### src/rtl/brick_storage_arbiter_if.sv
// brick_storage_arbiter_if: collider, display and storage signals of the brick
// storage arbiter, bundled in one interface.
// master = arbiter side, slave = requester/storage side.
interface brick_storage_arbiter_if #(
   parameter int ADDR_W = 6
);
   // collider requester
   logic              col_req;
   logic [ADDR_W-1:0] col_address;
   logic              col_delete;
   logic              col_grant;
   logic              col_done;
   logic [18:0]       col_brick;

   // display requester (read-only)
   logic              disp_req;
   logic [ADDR_W-1:0] disp_address;
   logic              disp_grant;
   logic              disp_done;
   logic [18:0]       disp_brick;

   // brick storage
   logic [ADDR_W-1:0] st_address;
   logic              st_check_status;
   logic              st_delete_brick;
   logic              st_done;
   logic [18:0]       st_brick_out;
   logic              st_done_loading;

   modport master (
      input  col_req, col_address, col_delete,
      input  disp_req, disp_address,
      input  st_done, st_brick_out, st_done_loading,
      output col_grant, col_done, col_brick,
      output disp_grant, disp_done, disp_brick,
      output st_address, st_check_status, st_delete_brick
   );

   modport slave (
      output col_req, col_address, col_delete,
      output disp_req, disp_address,
      output st_done, st_brick_out, st_done_loading,
      input  col_grant, col_done, col_brick,
      input  disp_grant, disp_done, disp_brick,
      input  st_address, st_check_status, st_delete_brick
   );
endinterface

### src/rtl/brick_storage_arbiter.sv
// brick_storage_arbiter: round-robin arbiter between the collider and the
// display for single accesses to the brick storage.
// Flow: INIT (wait for storage load) -> IDLE -> ISSUE (one-cycle strobe)
//       -> WAIT (until st_done) -> RESP (done pulse, brick captured) -> IDLE.
// Optional feature: define BRICK_ARB_TIMEOUT_EN to add a WAIT watchdog that
// forces a response with brick 0 and a timeout_err pulse after TIMEOUT_CYCLES.
module brick_storage_arbiter #(
   parameter int TIMEOUT_CYCLES = 255,
   parameter int ADDR_W         = 6
) (
   input  logic                    clock,
   input  logic                    reset,
   brick_storage_arbiter_if.master bus,
   output logic                    busy,
   output logic                    timeout_err
);

   typedef enum logic [2:0] {
      S_INIT  = 3'd0,
      S_IDLE  = 3'd1,
      S_ISSUE = 3'd2,
      S_WAIT  = 3'd3,
      S_RESP  = 3'd4
   } state_t;

   state_t            state_q, state_d;
   logic              owner_col_q, owner_col_d;   // 1: collider owns the access
   logic              last_col_q, last_col_d;     // 1: collider was granted last
   logic [ADDR_W-1:0] addr_q, addr_d;
   logic              del_q, del_d;
   logic [18:0]       col_brick_q, col_brick_d;
   logic [18:0]       disp_brick_q, disp_brick_d;
   logic              busy_q, busy_d;
   logic              tmo_q, tmo_d;               // current response is a watchdog expiry

   logic              wait_expired;
   logic              in_txn;
   logic [18:0]       resp_word;

   assign in_txn    = (state_q == S_ISSUE) || (state_q == S_WAIT) || (state_q == S_RESP);
   // Storage presents its brick register in RESP; a watchdog response returns 0.
   assign resp_word = tmo_q ? 19'd0 : bus.st_brick_out;

`ifdef BRICK_ARB_TIMEOUT_EN
   localparam int CNT_W = (TIMEOUT_CYCLES < 2) ? 1 : $clog2(TIMEOUT_CYCLES + 1);

   logic [CNT_W-1:0] wait_cnt_q, wait_cnt_d;

   // Watchdog counter: counts cycles spent in WAIT, cleared in every other state
   always_comb begin
      wait_cnt_d = '0;
      if (state_q == S_WAIT) begin
         wait_cnt_d = wait_cnt_q + 1'b1;
      end
   end

   // Watchdog counter register
   always_ff @(posedge clock) begin
      if (reset) begin
         wait_cnt_q <= '0;
      end else begin
         wait_cnt_q <= wait_cnt_d;
      end
   end

   // The current WAIT cycle is the last one allowed
   assign wait_expired = (32'(wait_cnt_q) + 32'd1) >= 32'(TIMEOUT_CYCLES);
   assign timeout_err  = (state_q == S_RESP) && tmo_q;
`else
   // No watchdog: WAIT lasts until the storage answers.
   logic [31:0] unused_timeout_cycles;
   assign unused_timeout_cycles = 32'(TIMEOUT_CYCLES);
   assign wait_expired = 1'b0;
   assign timeout_err  = 1'b0;
`endif

   // Next-state logic: arbitration, request latching and response capture
   always_comb begin
      state_d      = state_q;
      owner_col_d  = owner_col_q;
      last_col_d   = last_col_q;
      addr_d       = addr_q;
      del_d        = del_q;
      col_brick_d  = col_brick_q;
      disp_brick_d = disp_brick_q;
      tmo_d        = tmo_q;

      case (state_q)
         S_INIT: begin
            // Requests stay pending (they are levels) until storage is loaded.
            if (bus.st_done_loading) begin
               state_d = S_IDLE;
            end
         end

         S_IDLE: begin
            if (bus.col_req || bus.disp_req) begin
               // On contention the requester not granted last wins.
               owner_col_d = bus.col_req && (!bus.disp_req || !last_col_q);
               last_col_d  = owner_col_d;
               addr_d      = owner_col_d ? bus.col_address : bus.disp_address;
               del_d       = owner_col_d && bus.col_delete;
               tmo_d       = 1'b0;
               state_d     = S_ISSUE;
            end
         end

         S_ISSUE: begin
            state_d = S_WAIT;
         end

         S_WAIT: begin
            if (bus.st_done) begin
               state_d = S_RESP;
            end else if (wait_expired) begin
               tmo_d   = 1'b1;
               state_d = S_RESP;
            end
         end

         S_RESP: begin
            // Only the owner's brick register is updated; the other holds.
            if (owner_col_q) begin
               col_brick_d = resp_word;
            end else begin
               disp_brick_d = resp_word;
            end
            state_d = S_IDLE;
         end

         default: begin
            state_d = S_INIT;
         end
      endcase

      busy_d = (state_d != S_IDLE);
   end

   // State and datapath registers; reset aborts any transaction in flight
   always_ff @(posedge clock) begin
      if (reset) begin
         state_q      <= S_INIT;
         owner_col_q  <= 1'b0;
         last_col_q   <= 1'b0;
         addr_q       <= '0;
         del_q        <= 1'b0;
         col_brick_q  <= '0;
         disp_brick_q <= '0;
         busy_q       <= 1'b0;
         tmo_q        <= 1'b0;
      end else begin
         state_q      <= state_d;
         owner_col_q  <= owner_col_d;
         last_col_q   <= last_col_d;
         addr_q       <= addr_d;
         del_q        <= del_d;
         col_brick_q  <= col_brick_d;
         disp_brick_q <= disp_brick_d;
         busy_q       <= busy_d;
         tmo_q        <= tmo_d;
      end
   end

   // Requester side: grant spans ISSUE..RESP, done and fresh brick in RESP
   assign bus.col_grant  = in_txn && owner_col_q;
   assign bus.disp_grant = in_txn && !owner_col_q;
   assign bus.col_done   = (state_q == S_RESP) && owner_col_q;
   assign bus.disp_done  = (state_q == S_RESP) && !owner_col_q;
   assign bus.col_brick  = bus.col_done  ? resp_word : col_brick_q;
   assign bus.disp_brick = bus.disp_done ? resp_word : disp_brick_q;

   // Storage side: address held from the latch, delete only while the access is open
   assign bus.st_address      = addr_q;
   assign bus.st_check_status = (state_q == S_ISSUE);
   assign bus.st_delete_brick = del_q && ((state_q == S_ISSUE) || (state_q == S_WAIT));

   // busy is registered from the next state so it is 0 right after reset
   assign busy = busy_q;

endmodule
### src/flat_wrapper.sv
// flat-port wrapper written by rule: the top's interface ports become plain ports
module brick_storage_arbiter_flat 
#(
   parameter int TIMEOUT_CYCLES = 255,
   parameter int ADDR_W         = 6
)
  (clock, reset, busy, timeout_err, bus_col_req, bus_col_address, bus_col_delete, bus_disp_req, bus_disp_address, bus_st_done, bus_st_brick_out, bus_st_done_loading, bus_col_grant, bus_col_done, bus_col_brick, bus_disp_grant, bus_disp_done, bus_disp_brick, bus_st_address, bus_st_check_status, bus_st_delete_brick);
  brick_storage_arbiter_if #(.ADDR_W(ADDR_W)) bus_i ();
  input  logic clock;
  input  logic reset;
  output logic busy;
  output logic timeout_err;
  input wire logic [$bits(bus_i.col_req)-1:0] bus_col_req;
  input wire logic [$bits(bus_i.col_address)-1:0] bus_col_address;
  input wire logic [$bits(bus_i.col_delete)-1:0] bus_col_delete;
  input wire logic [$bits(bus_i.disp_req)-1:0] bus_disp_req;
  input wire logic [$bits(bus_i.disp_address)-1:0] bus_disp_address;
  input wire logic [$bits(bus_i.st_done)-1:0] bus_st_done;
  input wire logic [$bits(bus_i.st_brick_out)-1:0] bus_st_brick_out;
  input wire logic [$bits(bus_i.st_done_loading)-1:0] bus_st_done_loading;
  output wire logic [$bits(bus_i.col_grant)-1:0] bus_col_grant;
  output wire logic [$bits(bus_i.col_done)-1:0] bus_col_done;
  output wire logic [$bits(bus_i.col_brick)-1:0] bus_col_brick;
  output wire logic [$bits(bus_i.disp_grant)-1:0] bus_disp_grant;
  output wire logic [$bits(bus_i.disp_done)-1:0] bus_disp_done;
  output wire logic [$bits(bus_i.disp_brick)-1:0] bus_disp_brick;
  output wire logic [$bits(bus_i.st_address)-1:0] bus_st_address;
  output wire logic [$bits(bus_i.st_check_status)-1:0] bus_st_check_status;
  output wire logic [$bits(bus_i.st_delete_brick)-1:0] bus_st_delete_brick;
  assign bus_i.col_req = bus_col_req;
  assign bus_i.col_address = bus_col_address;
  assign bus_i.col_delete = bus_col_delete;
  assign bus_i.disp_req = bus_disp_req;
  assign bus_i.disp_address = bus_disp_address;
  assign bus_i.st_done = bus_st_done;
  assign bus_i.st_brick_out = bus_st_brick_out;
  assign bus_i.st_done_loading = bus_st_done_loading;
  assign bus_col_grant = bus_i.col_grant;
  assign bus_col_done = bus_i.col_done;
  assign bus_col_brick = bus_i.col_brick;
  assign bus_disp_grant = bus_i.disp_grant;
  assign bus_disp_done = bus_i.disp_done;
  assign bus_disp_brick = bus_i.disp_brick;
  assign bus_st_address = bus_i.st_address;
  assign bus_st_check_status = bus_i.st_check_status;
  assign bus_st_delete_brick = bus_i.st_delete_brick;
  brick_storage_arbiter #(.TIMEOUT_CYCLES(TIMEOUT_CYCLES), .ADDR_W(ADDR_W)) u_core (.clock(clock), .reset(reset), .bus(bus_i), .busy(busy), .timeout_err(timeout_err));
endmodule
### config.mk
export PLATFORM = sky130hd
export DESIGN_NAME = brick_storage_arbiter_flat
export DESIGN_NICKNAME = d
export VERILOG_FILES = /design/src/rtl/brick_storage_arbiter_if.sv /design/src/rtl/brick_storage_arbiter.sv /design/src/flat_wrapper.sv
export SDC_FILE = /design/constraint.sdc
export NUM_CORES = 1
export LEC_CHECK = 0
export ABC_AREA = 1
export CAP_MARGIN = 20
export CORE_MARGIN = 2
export CORE_UTILIZATION = 42
export DETAILED_ROUTE_END_ITERATION = 10
export MAX_ROUTING_LAYER = met4
export PLACE_DENSITY = 0.88
export SYNTH_ARGS = -nofsm -noshare
export SYNTH_HDL_FRONTEND = slang
export SYNTH_SLANG_ARGS = --single-unit
### constraint.sdc
create_clock -name clock -period 1.35 [get_ports clock]
set_input_delay 0.135 -clock clock [delete_from_list [all_inputs] [get_ports clock]]
set_output_delay 0.135 -clock clock [all_outputs]
set_load 0.01 [all_outputs]
==> impl_results.md <==
* Clock root buffer: clkbuf_8
* Worst skew pair latency at 0.29 ns
* Hold Path Sink: u_core.state_q[2]
* CTS Buf Count at 5
* Area grow syn2layout at 93.5%
* Synth area leader: dfxtp_1
* Synth area leaders: dfxtp_1 47%, nand2_1 24%, a21oi_1 9.7%, nor2_1 4.4%, buf_6 2.7%
* Worst Setup Slack, final at -0.357 ns
* Final period util at 1.26
* Share of layout cells above drive strength 1 at 0.518
* CTS max path bufs at 2
* IO Port Bufs at 88
* Drt wl/cell at 16.4 um
* Layout fillers at 264
* Min Clock Period, post-route at 1.71 ns
* First drt pass iteration count at 5
* DRT antenna net count at 0
* Worst hold path depth at 3
* Total GRT Usage at 0.244
* # IOs at 90
* 1st-iter DRT viols at 151
* Core area at 4790 um2
* PD cells at 711 nW/um2
* Largest net degree at the start of global routing at 44
* Die area at 5630 um2
* Seq/Total Area, Yosys at 0.472
* Flop-to-flop setup slack at -0.17 ns
* Syn_nets at around 340
* RSZ-0062 raised after global routing: yes
* Drt total wl at 8440 um
* Critical path class: reg -> out
* Crit start category: flop
* Vias per cell at ~5.1
* Nets@finish at 487
* GP Congestion at approximately 0.84
* Max Freq at 586 MHz
* Initial Utilization at 0.443
* Cts hold-fix bufs at 0
* Die Span X at 75.1 um
* CTS tree: done
* Worst Path Arrival at 1.57 ns
* Worst-path clk slew at 0.09 ns
* Max Transition Viols Final at 0
* Critical Path End Type: output pin
* Multi-input gate area at 1400 um2
* Yosys warns at 0
* Final clock skew at 0.00155 ns
* CTS sink cnt at 50
* Worst r2r path cells at 9
* DPL Wire Length at approximately 4500 um
* Leak Pwr at 2.07 nW
* Final setup viols at 50
* Diodes inserted at 0
* Synth top area share at 0.472
* Vert. Die Dim at 75.1 um
* Vias in the first global route at 2318
* Worst hold slack at between 0.4 and 0.5 ns
* Total gr overflow at 0
* Failing checks: setup timing
* H-Tree Depth at 2
* Row count at 25
* Status: complete, but fails checks
* Fin. Hold Viols at 0
* RR Endpoint: u_core.disp_brick_q[17]
* Cell variety after synth at 19
* Register bit total from synthesis at 50
* # DRC at 0
* Critical path required time at 1.22 ns
* Peak supply drop at approximately 0.0007 V
* Post-synthesis instance area at roughly 2100 um2
* Worst Path Max Fanout at 5
* Final Util at 0.858
* Min-delay src: bus_st_done
* Vias at 2632
* First-pass GRT wire length at between 10000 and 15000 um
* Worst r2r src: u_core.state_q[0]
* Min-delay worst type: in -> reg
* Post-Synthesis Cells at 304
* Number of max-cap violations at 0
* Reg area at 1000 um2
* Initial antenna violation count at 0
* Mapped Avg Cell Area at 6.98 um2
## metrics by stage
stage / cells / TNS (ns) / total power, mW / setup slack, ns / instance area, um2
6_report: 515 / -11.68 / 2.92 / -0.357 / 4100
5_1_grt: 515 / -15.76 / 3.04 / -0.425 / 4100
4_1_cts: 515 / -11.59 / 2.84 / -0.345 / 3700
3_5_place_dp: 497 / -13.89 / 2.00 / -0.399 / 3400
3_3_place_gp: 497 / -12.11 / 1.99 / -0.338 / 3400
2_1_floorplan: 304 / 0 / 1.74 / 0.112 / 2120
## flip-flops by register name, summed over array words and instances, names as in the netlist
name	count
u_core.bus.st_address	6
u_core.busy	1
u_core.col_brick_q	19
u_core.del_q	1
u_core.disp_brick_q	19
u_core.owner_col_q	1
u_core.state_q	3
## power breakdown
part | internal (mW) | switching [mW]
logic | 0.250 | 0.264
clock network | 0.397 | 0.466
registers | 1.51 | 0.0255
total | 2.16 | 0.756
## critical path: stages (launching register included)
cell and delay, ns:
dfxtp_2 0.35, nor2_4 0.14, nand2_4 0.09, nor2_4 0.12, buf_6 0.12, buf_6 0.11
buf_6 0.11, nand2_4 0.06, nand2_2 0.08, buf_6 0.10
## per-layer routing
metal  vias to the layer above  track usage  routed length [um]
met5                         -            -                   0
met4                         0       0.0754                 261
met3                        29       0.0442                 462
met2                       118        0.419                4600
met1                      1256        0.289                3110
li1                       1229            -                   -
## synth_stat cells (all sizes together)
| master | n |
|---|---|
| nand2 | 137 |
| dfxtp | 50 |
| a21oi | 43 |
| nor2 | 28 |
| inv | 18 |
| buf | 9 |
| o21ai | 7 |
| clkbuf | 5 |
| nand3 | 5 |
| conb | 1 |
| nor3 | 1 |
## placed cells by master (no fill, tap or decap), types with 17 or more instances in the layout
master / instances
nor2_1: 23
clkdlybuf4s50_1: 43
a21oi_2: 17
nand2_4: 30
nand2_1: 49
buf_6: 40
buf_4: 41
nand2_2: 58
dfxtp_1: 47
buf_2: 19
a21oi_1: 25
## layout make-up
type,count,share of cell area
timing repair buffer,152,0.350
multi-input combinational,222,0.342
sequential,50,0.245
inverter,18,0.0232
tap,67,0.0204
clock buffer,6,0.0201
## timing repair
item | 4_1_cts | 5_1_grt
resized for setup | 271 | 112
setup buffers | 14 | 7
setup endpoints to repair | 45 | 76
pin swaps | 30 | 29
gates cloned | 1 | 0
## how the worst max path moves through the flow
stage | cells past startpoint | end | start | slack (ns)
after floorplan | 7 | bus_disp_brick[10] | u_core.state_q[0] | 0.11
after global placement | 7 | bus_disp_brick[10] | u_core.state_q[0] | -0.34
after detailed placement | 7 | bus_disp_brick[14] | u_core.state_q[0] | -0.40
after CTS | 9 | bus_disp_brick[17] | u_core.state_q[1] | -0.34
after global routing | 9 | bus_disp_brick[17] | u_core.state_q[0] | -0.42
final | 9 | bus_disp_brick[14] | u_core.state_q[0] | -0.36
## kinds of logic after synthesis
logic type | count (synthesis) | share of synthesized area
flops | 50 | 0.472
simple gates | 171 | 0.322
buf+inv | 32 | 0.0826
compound gates | 50 | 0.122
other cells | 1 | 0.00177
(Power assumes the default switching activity.)
